$ cat src/rtl/reduce_arbiter_seq.sv
// Bit-serial AND/OR/XOR reduction shared by two round-robin requesters.
// Optional macro REDUCE_EARLY_EXIT_EN: end AND/OR jobs as soon as the result is decided.
module reduce_arbiter_seq #(
  parameter int WIDTH = 8
) (
  input  logic             CLK,
  input  logic             RESET,
  input  logic             REQ0,
  input  logic [WIDTH-1:0] I0,
  input  logic [1:0]       OP0,
  output logic             GNT0,
  input  logic             REQ1,
  input  logic [WIDTH-1:0] I1,
  input  logic [1:0]       OP1,
  output logic             GNT1,
  output logic             BUSY,
  output logic             VALID,
  output logic             O,
  output logic             ID
);

  // state | meaning
  // IDLE  | arbitrate; Mealy grant and operand capture
  // RUN   | consume one operand bit per cycle
  // DONE  | one-cycle VALID with O/ID
  typedef enum logic [1:0] {IDLE, RUN, DONE} state_t;

  localparam int CW = (WIDTH > 1) ? $clog2(WIDTH) : 1;

  state_t           state, state_nxt;
  logic             last_gnt;
  logic [WIDTH-1:0] opnd;
  logic [1:0]       op;
  logic [CW-1:0]    cnt;
  logic             acc, acc_nxt;
  logic             o_reg, id_reg, gid;
  logic             bit_cur, last_bit, stop_early;
  logic [1:0]       op_sel;
  logic             sel_is_and;

  assign bit_cur  = opnd[cnt];
  assign last_bit = (cnt == CW'(WIDTH - 1));

  always_comb begin
    case (op)
      2'b01:   acc_nxt = acc | bit_cur;
      2'b10:   acc_nxt = acc ^ bit_cur;
      default: acc_nxt = acc & bit_cur;
    endcase
  end

`ifdef REDUCE_EARLY_EXIT_EN
  // AND reaching 0 or OR reaching 1 can never change again
  assign stop_early = ((op == 2'b00 || op == 2'b11) && !acc_nxt) ||
                      (op == 2'b01 && acc_nxt);
`else
  assign stop_early = 1'b0;
`endif

  always_ff @(posedge CLK or posedge RESET) begin
    if (RESET) state <= IDLE;
    else       state <= state_nxt;
  end

  always_comb begin
    state_nxt = state;
    GNT0      = 1'b0;
    GNT1      = 1'b0;
    case (state)
      IDLE: begin
        if (!RESET) begin
          // last_gnt=1 means requester 1 went last, so 0 wins a tie
          if (REQ0 && (!REQ1 || last_gnt)) GNT0 = 1'b1;
          else if (REQ1)                   GNT1 = 1'b1;
        end
        if (GNT0 || GNT1) state_nxt = RUN;
      end
      RUN:     if (last_bit || stop_early) state_nxt = DONE;
      DONE:    state_nxt = IDLE;
      default: state_nxt = IDLE;
    endcase
  end

  assign op_sel     = GNT1 ? OP1 : OP0;
  assign sel_is_and = !(op_sel == 2'b01 || op_sel == 2'b10);

  always_ff @(posedge CLK or posedge RESET) begin
    if (RESET) begin
      last_gnt <= 1'b1;
      opnd     <= '0;
      op       <= 2'b00;
      cnt      <= '0;
      acc      <= 1'b0;
      gid      <= 1'b0;
      o_reg    <= 1'b0;
      id_reg   <= 1'b0;
    end else begin
      case (state)
        IDLE: begin
          if (GNT0 || GNT1) begin
            opnd     <= GNT1 ? I1 : I0;
            op       <= op_sel;
            acc      <= sel_is_and;
            cnt      <= '0;
            gid      <= GNT1;
            last_gnt <= GNT1;
          end
        end
        RUN: begin
          acc <= acc_nxt;
          if (!last_bit) cnt <= cnt + CW'(1);
          if (last_bit || stop_early) begin
            o_reg  <= acc_nxt;
            id_reg <= gid;
          end
        end
        default: ;
      endcase
    end
  end

  assign BUSY  = (state == RUN) || (state == DONE);
  assign VALID = (state == DONE);
  assign O     = o_reg;
  assign ID    = id_reg;

endmodule

$ cat config.mk
export PLATFORM = sky130hd
export DESIGN_NAME = reduce_arbiter_seq
export DESIGN_NICKNAME = d
export VERILOG_FILES = /design/src/rtl/reduce_arbiter_seq.sv
export SDC_FILE = /design/constraint.sdc
export NUM_CORES = 1
export LEC_CHECK = 0
export CAP_MARGIN = 15
export CORE_MARGIN = 2
export CORE_UTILIZATION = 25
export CTS_BUF_LIST = sky130_fd_sc_hd__clkbuf_2
export DETAILED_ROUTE_END_ITERATION = 10
export GPL_ROUTABILITY_DRIVEN = 0
export GPL_TIMING_DRIVEN = 0
export PLACE_DENSITY_LB_ADDON = 0.2
export SETUP_SLACK_MARGIN = 0.1
export SLEW_MARGIN = 5
export SYNTH_ARGS = -nofsm -noshare
export SYNTH_HDL_FRONTEND = slang
export SYNTH_SLANG_ARGS = --single-unit
$ cat constraint.sdc
create_clock -name CLK -period 4.9 [get_ports CLK]
set_input_delay 1.225 -clock CLK [delete_from_list [all_inputs] [get_ports CLK]]
set_output_delay 1.225 -clock CLK [all_outputs]
set_load 0.02 [all_outputs]
# Word-level counts from Yosys, hierarchy flattened
# Cells that the tools add are included.
# op_classes
eq_ne	11
div_mod_pow	0
addsub	1
shift	0
bitwise_logic	3
n_reduce_logical	15
magnitude_cmp	1
n_mul	0
n_mux	22
# op_table
operator	n
$mux 1	11
$mux 8	1
$ne 2x2->1 const B	4
$reduce_and 2->1	4
$eq 2x1->1 const B	3
$eq 2x2->1 const B	3
$mux 2	3
$mux 3	2
$pmux 3 s2	1
$logic_or 1x1->1	5
$lt 3x4->1 const B	1
$pmux 1 s2	2
$pmux 2 s2	1
$add 3x1->3 const B	1
$bmux 1 s3	1
$eq 3x3->1 const B	1
$reduce_and 3->1	1
$logic_not 1->1	2
$logic_not 2->1	1
$reduce_bool 2->1	1
$and 1x1->1	1
$logic_and 1x1->1	1
$or 1x1->1	1
$xor 1x1->1	1
# totals
inputBits	24
ramBits	0
regBits	20
memories	0
out_inout_bits	6
latchBits	0
wordCells	62
romBits	0

# Longest topological paths before layout
# Gate-level depths: netlist of run 1.
# logic_depth
ltp_word	13
mapped_depth	8
depth_no_buf	8

# Worst setup path before layout of run 1
# No wires, ideal clock.
# synth_timing
path_type	in2out
from	input RESET
to	output GNT1
stages	4
arrival_time_ns	1.884
slack_ns	1.791
n_path_buf	1
required_time_ns	3.675
cell_sequence	and2b_4 -> nand3_4 -> buf_6 -> inv_1
# synth_between
elab_chain_cells	3
# synth_lines
element	line	text
start: declaration	7	input logic RESET,
$mux 1	71	if (!RESET) begin
$mux 1 (2 in a row)	69	case (state)
end: declaration	15	output logic GNT1,
# No other way between the ends. The select of a mux whose other input is x is not followed.

# Worst setup path in the final report of run 1
# Ends and elaborated chain as after synthesis.

==> metrics.csv, run 1 <==
metric,value,unit
"Cell Area, Synth",1200,um2
Crit Path Class,in2out,
vias in the first global route,1062,
Clock transition at path regs,0.20,ns
predominant post-synthesis flop cell,dfrtp_1,
clock latency on the worst-skew pair,0.31,ns
fin crit share,84.8,%
"most used cell, CP",clkdlybuf4s50_1,
CP max stage cell,clkdlybuf4s50_1,
filler instances,497,
Final Hold Vio Count,0,
H-tree depth,1,
sequential fraction of design power,41.3,%
Post-CTS Setup Repair Bufs,0,
Die Height,73.2,um
syn nets,149,
switch share,39.4,%
Synth Instances,116,
Post-synth EDFFs,0,
Synth area leader,dfrtp_1,
root buf cell,clkbuf_2,
largest family of logic cells by synthesized area,multiplexers,
synth cell count leaders,"dfrtp_1, nand2_1, mux2i_1",
Leak,0.775,nW
Compound-Gate Fraction of Synth Area,14.0,%
nets,183,
Synth top area share,39.7,%
Total Power,0.693,mW
RSZ-0062 raised after global routing,no,
setup violators final,0,
Tightest Pin Transition,0.776,ns
cell depth of the worst setup path,6,
clk_skew,0.00198,ns
CTS buffer count,3,
Hold WS,0.483,ns
fmax,241,MHz
max cap viols,0,
first-pass GRT wire length,4760,um
power per cell area,441,nW/um2
Post-Synth XOR/XNOR Area,1.46,%
area grow syn2layout,31.5,%
simple-gate share of the synthesized area,11.3,%
fin. max-slew vios,0,
Site Rows,25,
maximum vdd drop,0.108,mV
Longest Clk Path Bufs,2,
Die Span X,73.2,um
ANT cells,0,
# hold bufs at CTS,0,
Routed WL,2730,um
fraction of layout cells with a size suffix above 1,10.1,%
#FFs+latches synth,20,
PortBufs,29,
HP Class,reg2reg,
Critical path buffers and inverters,4,
post-synthesis adder-cell area fraction,9.41,%
Final ANT Viol Nets,0,
register area share after synthesis,41.9,%
CP Capture Type,output port,
GRT Resource Usage Total,11.4,%
"top cells by area, synth","dfrtp_1, mux2i_1, ha_1",
reg2reg path depth,7,
Clock Power Share,10.1,%
worst-path fanout max,10,
status,"complete, no violations",
synth warn,0,
Net Sw Power,0.273,mW
internal power,0.421,mW
antenna violations before repair,0,
sequential cell area,502,um2
Iter 0 DRT Violations,45,
ordered cell list for the critical path,clkdlybuf4s50_1 -> and2b_4 -> nand3_4 -> buf_6 -> inv_1 -> clkdlybuf4s50_1,
max incr delay on CP,0.59,ns
Syn Area/Cell,10.3,um2
combinational share of power,48.5,%
DRC Markers,0,
CTS tree,done,
total gr overflow,0,
Worst EP required,3.67,ns
# clock sinks,20,
DR WL/cell,13.4,um
Period minus WS final,4.15,ns
"Distinct cells, synth",27,
die area,5350,um2
fraction of registers with async set/reset,100,%
Multi-input gate area,632,um2
largest net degree at the start of global routing,21,
WHS Path Cells,2,
CP arrival,2.93,ns
DP HPWL,2190,um
Worst path top cell family by delay,buffers and inverters,
vias,952,
max_slew headroom,48.2,%
I/O Pins,30,
Setup crit start kind,input port,
Vias per Instance,4.69,
Resize count post-CTS,0,
Initial Util,25.7,%
proportion of synthesized area in mux cells,16.6,%
1st-pass router iterations,4,
CORE AREA,4660,um2
setup TNS,0,ns
-- metal layers --
metal / vias to the layer above / global-route usage [%] / routed length [um] / share of wire [%]
li1: 466 / - / - / -
met5: - / 0 / 0 / 0
met4: 0 / 3.09 / 59 / 2.2
met1: 448 / 14.7 / 1220 / 45
met2: 32 / 19.1 / 1330 / 49
met3: 6 / 2.76 / 122 / 4.5
-- area by class of cell --
class	count	share of cell area, %
multi-input combinational	82	40.2
sequential	20	31.9
timing repair buffer	29	18.5
tap	54	4.30
inverter	10	2.39
buffer	4	1.59
clock buffer	3	0.955
clock inverter	1	0.239
-- kinds of logic after synthesis --
kind of cell	count (synthesis)
flops	20
mux	17
fa+ha+maj	9
compound gates	26
simple gates	28
buf+inv	14
xor+xnor	2
-- worst min-delay path, stage by stage, from the launching register on --
cell,delay [ns]
dfstp_2,0.42
nand2_1,0.05
nand2_1,0.04
-- registers in the layout, indices dropped and copies added, names as in the netlist --
register / count
ID: 1
O: 1
acc: 1
cnt: 3
gid: 1
last_gnt: 1
op: 2
opnd: 8
state: 2
-- layout by cell type, fill, tap and decap left out, types with 5 or more instances in the layout --
master and instances:
clkdlybuf4s50_1 29, inv_1 10, ha_1 9, o21ai_0 11, dfrtp_1 19, nand2_1 19
a22o_1 5, mux2i_1 12
-- power by group through the flow --
stage	Sequential, mW	Combinational (mW)	Clock (mW)
floorplan	0.274	0.246	0
CTS	0.288	0.343	0.0738
global placement	0.288	0.323	0
global route	0.298	0.383	0.0796
detailed placement	0.292	0.341	0
finish	0.287	0.336	0.0704
-- through the flow --
step	worst slack [ns]	cell area, um2	util [%]	std cells
after floorplan	1.79	1200	-	116
after global placement	0.714	1550	33.3	199
after detailed placement	0.713	1550	33.3	199
after CTS	0.707	1570	33.7	203
after global routing	0.661	1570	33.7	203
final	0.745	1570	33.7	203
-- path summary, 6_finish.rpt --
kind,start,end,slack (ns)
setup / recovery,RESET,GNT1,0.75
hold / removal,last_gnt$_DFFE_PP1P_,last_gnt$_DFFE_PP1P_,0.48
setup reg to reg,cnt[0]$_DFFE_PP0P_,acc$_DFFE_PP0P_,2.63
hold reg to reg,last_gnt$_DFFE_PP1P_,last_gnt$_DFFE_PP1P_,0.48
max in group asynchronous,RESET,op[1]$_DFFE_PP0P_,3.05
min in group asynchronous,RESET,opnd[0]$_DFFE_PP0P_,1.38
Power figures use the tool's default switching activity.
==> run 2, diff against run 1 <==
==> constraint.sdc (replaced) <==
create_clock -name CLK -period 3.4 [get_ports CLK]
set_input_delay 0.85 -clock CLK [delete_from_list [all_inputs] [get_ports CLK]]
set_output_delay 0.85 -clock CLK [all_outputs]
set_load 0.02 [all_outputs]
==> run 2 against run 1 <==
Against the previous run:
- clock skew is the same
- count of clock-buffer cells in the layout is the same
- final cell count unchanged
- first-iteration DRC count unchanged
- critical endpoint unchanged
==> metrics.csv, run 2 (synthesized netlist as in run 1, its figures left out) <==
metric,value,unit,change
Site Rows,25,,unchanged
CP Capture Type,output port,,
top flop regs,"opnd (8), cnt (3)",,
Clock transition at path regs,0.20,ns,about the same
ordered cell list for the critical path,clkdlybuf4s50_1 -> and2b_4 -> nand3_4 -> buf_6 -> inv_1 -> dlygate4sd2_1,,
Iter 0 DRT Violations,45,,unchanged
vias in the first global route,1062,,unchanged
Critical path buffers and inverters,4,,unchanged
RSZ-0062 raised after global routing,no,,
status,"complete, no violations",,
DRC Markers,0,,unchanged
DR WL/cell,13.4,um,-0.11%
DP HPWL,2190,um,unchanged
Leak,0.795,nW,+2.6%
R2R Setup Slk,1.13,ns,-1.50 ns
Post-Place Cells,199,,unchanged
die area,5350,um2,unchanged
Die Span X,73.2,um,unchanged
largest net degree at the start of global routing,21,,unchanged
Setup crit start kind,input port,,
setup TNS,0,ns,unchanged
Initial Util,25.7,%,unchanged
setup violators final,0,,unchanged
vias,952,,unchanged
HP Class,reg2reg,,
max cap viols,0,,unchanged
Crit Path Class,in2out,,
internal power,0.604,mW,+44%
clk_skew,0.00198,ns,unchanged
Worst path top cell family by delay,buffers and inverters,,
fin crit share,92.1,%,
Final Hold Vio Count,0,,unchanged
Die Height,73.2,um,unchanged
fmax,319,MHz,
sequential fraction of design power,41.4,%,about the same
max reg flops,8,,unchanged
power per cell area,634,nW/um2,+44%
1st-pass router iterations,4,,unchanged
first-pass GRT wire length,4760,um,unchanged
Vias per Instance,4.69,,unchanged
Period minus WS final,3.13,ns,
I/O Pins,30,,unchanged
root buf cell,clkbuf_2,,
fin. max-slew vios,0,,unchanged
area grow syn2layout,31.6,%,about the same
"commonest non-fill, non-tap cell in the layout",clkdlybuf4s50_1,,
switch share,39.4,%,+0.057 points
worst-path fanout max,10,,unchanged
clock latency on the worst-skew pair,0.31,ns,about the same
nets,183,,unchanged
max_slew headroom,48.2,%,unchanged
Longest Clk Path Bufs,2,,unchanged
PortBufs,29,,unchanged
combinational share of power,48.4,%,about the same
# clock sinks,20,,unchanged
max incr delay on CP,0.44,ns,-0.15 ns
GRT Resource Usage Total,11.4,%,unchanged
ANT cells,0,,unchanged
Clock Power Share,10.2,%,about the same
CORE AREA,4660,um2,unchanged
H-tree depth,1,,unchanged
maximum vdd drop,0.156,mV,+44%
CP arrival,2.28,ns,-0.65 ns
Post-CTS Setup Repair Bufs,0,,unchanged
fraction of layout cells with a size suffix above 1,10.1,%,unchanged
Total Power,0.997,mW,+44%
Worst EP required,2.55,ns,-1.12 ns
CTS tree,done,,
Routed WL,2730,um,-0.11%
register name with the most flops,opnd,,
Tightest Pin Transition,0.776,ns,unchanged
antenna violations before repair,0,,unchanged
Final ANT Viol Nets,0,,unchanged
Net Sw Power,0.393,mW,+44%
most frequent cells in the layout,"clkdlybuf4s50_1, dfrtp_1, nand2_1",,
final cell count without fillers,203,,unchanged
CP max stage cell,clkdlybuf4s50_1,,
CTS buffer count,3,,unchanged
total gr overflow,0,,unchanged
==> run 2: changes by cell type in the layout (fill, tap and decap cells not counted) <==
cell	delta
clkdlybuf4s50_1	-2
dlygate4sd2_1	+1
dlymetal6s2s_1	+1
==> run 2: power groups by stage <==
stage | Combinational (mW) | Sequential (mW) | Clock, mW
floorplan | 0.355 | 0.396 | 0
global placement | 0.466 | 0.415 | 0
detailed placement | 0.492 | 0.420 | 0
CTS | 0.493 | 0.415 | 0.106
global route | 0.550 | 0.430 | 0.115
finish | 0.483 | 0.413 | 0.101
==> run 2: layout make-up <==
class	instances	area, um2
Buffer	4	25.0
Clock buffer	3	15.0
Clock inverter	1	3.75
Fill cell	497	3090
Inverter	10	37.5
Multi-Input combinational cell	82	632
Sequential cell	20	502
Tap cell	54	67.6
Timing Repair Buffer	29	292
==> run 2: worst reg2reg max path, stage by stage, from the launching register on <==
cell and delay (ns):
dfrtp_1 0.52, mux4_2 0.53, mux2i_1 0.24, ha_1 0.28
nand2_1 0.07, a31oi_1 0.10, a32o_1 0.28, a31o_1 0.18
==> run 2: path summary, 6_finish.rpt <==
| kind | depth (start not counted) | end | startpoint |
|---|---|---|---|
| max in group asynchronous | 2 | op[1]$_DFFE_PP0P_ | RESET |
| hold reg to reg | 2 | last_gnt$_DFFE_PP1P_ | last_gnt$_DFFE_PP1P_ |
| setup / recovery | 6 | GNT1 | RESET |
| hold / removal | 2 | last_gnt$_DFFE_PP1P_ | last_gnt$_DFFE_PP1P_ |
| setup reg to reg | 7 | acc$_DFFE_PP0P_ | cnt[0]$_DFFE_PP0P_ |
| min in group asynchronous | 2 | opnd[0]$_DFFE_PP0P_ | RESET |
==> run 2: per-stage QoR <==
step                      util (%)  worst slack, ns  hold WS [ns]  area [um2]
after floorplan                  -             1.04         0.442        1200
after global placement        33.3          -0.0364         0.460        1550
after detailed placement      33.3          -0.0365         0.460        1550
after CTS                     33.7            0.122         0.486        1570
after global routing          33.8            0.183         0.501        1570
final                         33.8            0.269         0.483        1570
==> run 2: routing by layer <==
layer	track usage (%)	vias up	part of all wire, %
met1	14.7	448	45
met2	19.1	32	49
met4	3.09	0	2.2
met3	2.76	6	4.4
met5	0	-	0
li1	-	466	-
==> run 2: timing repair <==
item	in CTS	in global routing
hold buffers	0	0
gates cloned	0	0
endpoints found under the setup margin	1	1
gates resized for setup	1	1
==> run 3, diff against run 2 <==
--- a/config.mk
+++ b/config.mk
@@ -6,7 +6,6 @@
 export NUM_CORES = 1
 export LEC_CHECK = 0
 export CAP_MARGIN = 15
-export CORE_MARGIN = 2
 export CORE_UTILIZATION = 25
 export CTS_BUF_LIST = sky130_fd_sc_hd__clkbuf_2
 export DETAILED_ROUTE_END_ITERATION = 10
==> run 3 against run 2 <==
Against the previous run:
- first-iteration DRC count up 73%
- clock skew up 0.026 ns
- design area down 0.32%
- worst hold slack better by 0.0019 ns
- non-clock buffer count unchanged
- final cell count down 0.99%
- the flow now finishes with violations (DRC)
- critical path type unchanged
- worst setup slack worse by 0.085 ns
- register-to-register slack better by 0.07 ns
- critical endpoint is now GNT0
- sequential share of layout area up 0.10 points
- via count down 2.5%
==> metrics.csv, run 3 (synthesized netlist as in run 1, its figures left out) <==
metric,value,unit,change
# clock sinks,20,,unchanged
fin crit share,94.6,%,+2.5 points
I/O Pins,30,,unchanged
CP arrival,2.37,ns,+0.09 ns
Final ANT Viol Nets,0,,unchanged
CTS buffer count,3,,unchanged
"commonest non-fill, non-tap cell in the layout",clkdlybuf4s50_1,,
max_slew headroom,48.0,%,-0.24 points
vias,928,,-2.5%
Iter 0 DRT Violations,78,,+73%
ordered cell list for the critical path,clkdlybuf4s50_1 -> and2b_4 -> nand2_1 -> a21oi_1 -> clkdlybuf4s50_1,,
Leak,0.779,nW,-2.1%
Site Rows,24,,-4.0%
first-pass GRT wire length,4200,um,-12%
register name with the most flops,opnd,,
CTS tree,done,,
Routed WL,2560,um,-6.1%
Tightest Pin Transition,0.780,ns,+0.00364 ns
vias in the first global route,919,,-13%
worst-path fanout max,3,,-7
fmax,311,MHz,-2.6%
GRT Resource Usage Total,10.7,%,-0.72 points
hold wc startpoint,last_gnt$_DFFE_PP1P_,,
die area,5070,um2,-5.4%
DP HPWL,1970,um,-10%
Area after DPL,1550,um2,-0.16%
Multi-input gate area,632,um2,unchanged
largest net degree at the start of global routing,21,,unchanged
1st-pass router iterations,9,,+5
Setup crit start kind,input port,,
Post-Place Cells,197,,-1.0%
Vias per Instance,4.62,,-1.6%
max cap viols,0,,unchanged
Initial Util,26.7,%,+1.1 points
status,finished with violations,,
setup TNS,0,ns,unchanged
filler instances,452,,-9.1%
Final Hold Vio Count,0,,unchanged
most frequent cells in the layout,"clkdlybuf4s50_1, dfrtp_1, nand2_1",,
design area,1570,um2,-0.32%
Die Span X,71.2,um,-2.7%
Critical path buffers and inverters,2,,-2
fin. max-slew vios,0,,unchanged
Clock transition at path regs,0.22,ns,+0.02 ns
area grow syn2layout,31.2,%,
setup violators final,0,,unchanged
power per cell area,628,nW/um2,-0.93%
final cell count without fillers,201,,-0.99%
DR WL/cell,12.7,um,-5.1%
sequential cell area,502,um2,unchanged
root buf cell,clkbuf_2,,
origin of the critical flop-to-flop path,cnt[0]$_DFFE_PP0P_,,
max incr delay on CP,0.62,ns,+0.18 ns
H-tree depth,1,,unchanged
"most used cell, CP",clkdlybuf4s50_1,,
CP Capture Type,output port,,
Worst path top cell family by delay,buffers and inverters,,
clock latency on the worst-skew pair,0.33,ns,+0.02 ns
failing checks,DRC,,
PortBufs,29,,unchanged
Crit. Startpoint,RESET,,
ANT cells,0,,unchanged
HP Class,reg2reg,,
antenna violations before repair,0,,unchanged
R2R Setup Slk,1.20,ns,+0.07 ns
clk_skew,0.0283,ns,+0.0263 ns
total gr overflow,0,,unchanged
Worst EP required,2.55,ns,about the same
post-layout util,35.1,%,+1.3 points
nets,183,,unchanged
Period minus WS final,3.22,ns,+0.0851 ns
max reg flops,8,,unchanged
top flop regs,"opnd (8), cnt (3)",,
Longest Clk Path Bufs,2,,unchanged
RSZ-0062 raised after global routing,no,,
DRC Markers,2,,+2
CORE AREA,4470,um2,-4.0%
Die Height,71.2,um,-2.7%
CP max stage cell,clkdlybuf4s50_1,,
Crit Path Class,in2out,,
fraction of layout cells with a size suffix above 1,10.1,%,unchanged
maximum vdd drop,0.200,mV,+28%
## run 3: cell count changes in the layout (fill, tap and decap cells not counted), sizes merged
cell	change
clkdlybuf4s50	+1
dlymetal6s2s	-1
## run 3: repair_timing
| item | 4_1_cts | 5_1_grt |
|---|---|---|
| setup endpoints to repair | 1 | 0 |
| resized for setup | 1 | 0 |
| hold buffers | 0 | 0 |
| endpoints found under the hold margin | 0 | 0 |
| setup buffers | 0 | 0 |
## run 3: layout make-up
type                       instances  share of cell area (%)
timing repair buffer              29                    18.4
tap                               52                    4.15
buffer                             4                    1.59
clock buffer                       3                   0.957
sequential                        20                    32.0
inverter                          10                    2.39
multi-input combinational         82                    40.3
clock inverter                     1                   0.239
## run 3: tightest hold or removal path, cell delays in order (launching register included)
cell and delay (ns):
dfstp_2 0.43, nand2_1 0.05, nand2_1 0.05
## run 3: routing by layer
layer	GRT usage, %	wire [um]	share of wire, %
met5	0	0	0
met1	13.1	1190	46
met2	18.1	1210	47
met3	4.13	155	6.1
met4	2.00	11	0.43
## run 3: power breakdown
part           internal [mW]  switching [mW]  leakage [nW]  total (mW)
Combinational          0.240           0.233         0.512       0.473
Sequential             0.336          0.0723         0.253       0.409
Clock                 0.0256          0.0775        0.0140       0.103
Total                  0.602           0.383         0.779       0.985
## run 3: path summary, 6_finish.rpt
path / endpoint / cells past startpoint
setup / recovery: GNT0 / 5
hold / removal: last_gnt$_DFFE_PP1P_ / 2
setup reg to reg: acc$_DFFE_PP0P_ / 7
hold reg to reg: last_gnt$_DFFE_PP1P_ / 2
max in group asynchronous: opnd[5]$_DFFE_PP0P_ / 2
min in group asynchronous: state[0]$_DFFE_PP0P_ / 2
## run 3: stage by stage
stage | hold WS [ns] | worst slack [ns] | total power [mW]
6_report | 0.485 | 0.184 | 0.985
5_1_grt | 0.519 | 0.102 | 1.07
4_1_cts | 0.488 | 0.166 | 0.999
3_5_place_dp | 0.460 | 0.00238 | 0.895
3_3_place_gp | 0.453 | 0.0250 | 0.873
2_1_floorplan | 0.442 | 1.04 | 0.750
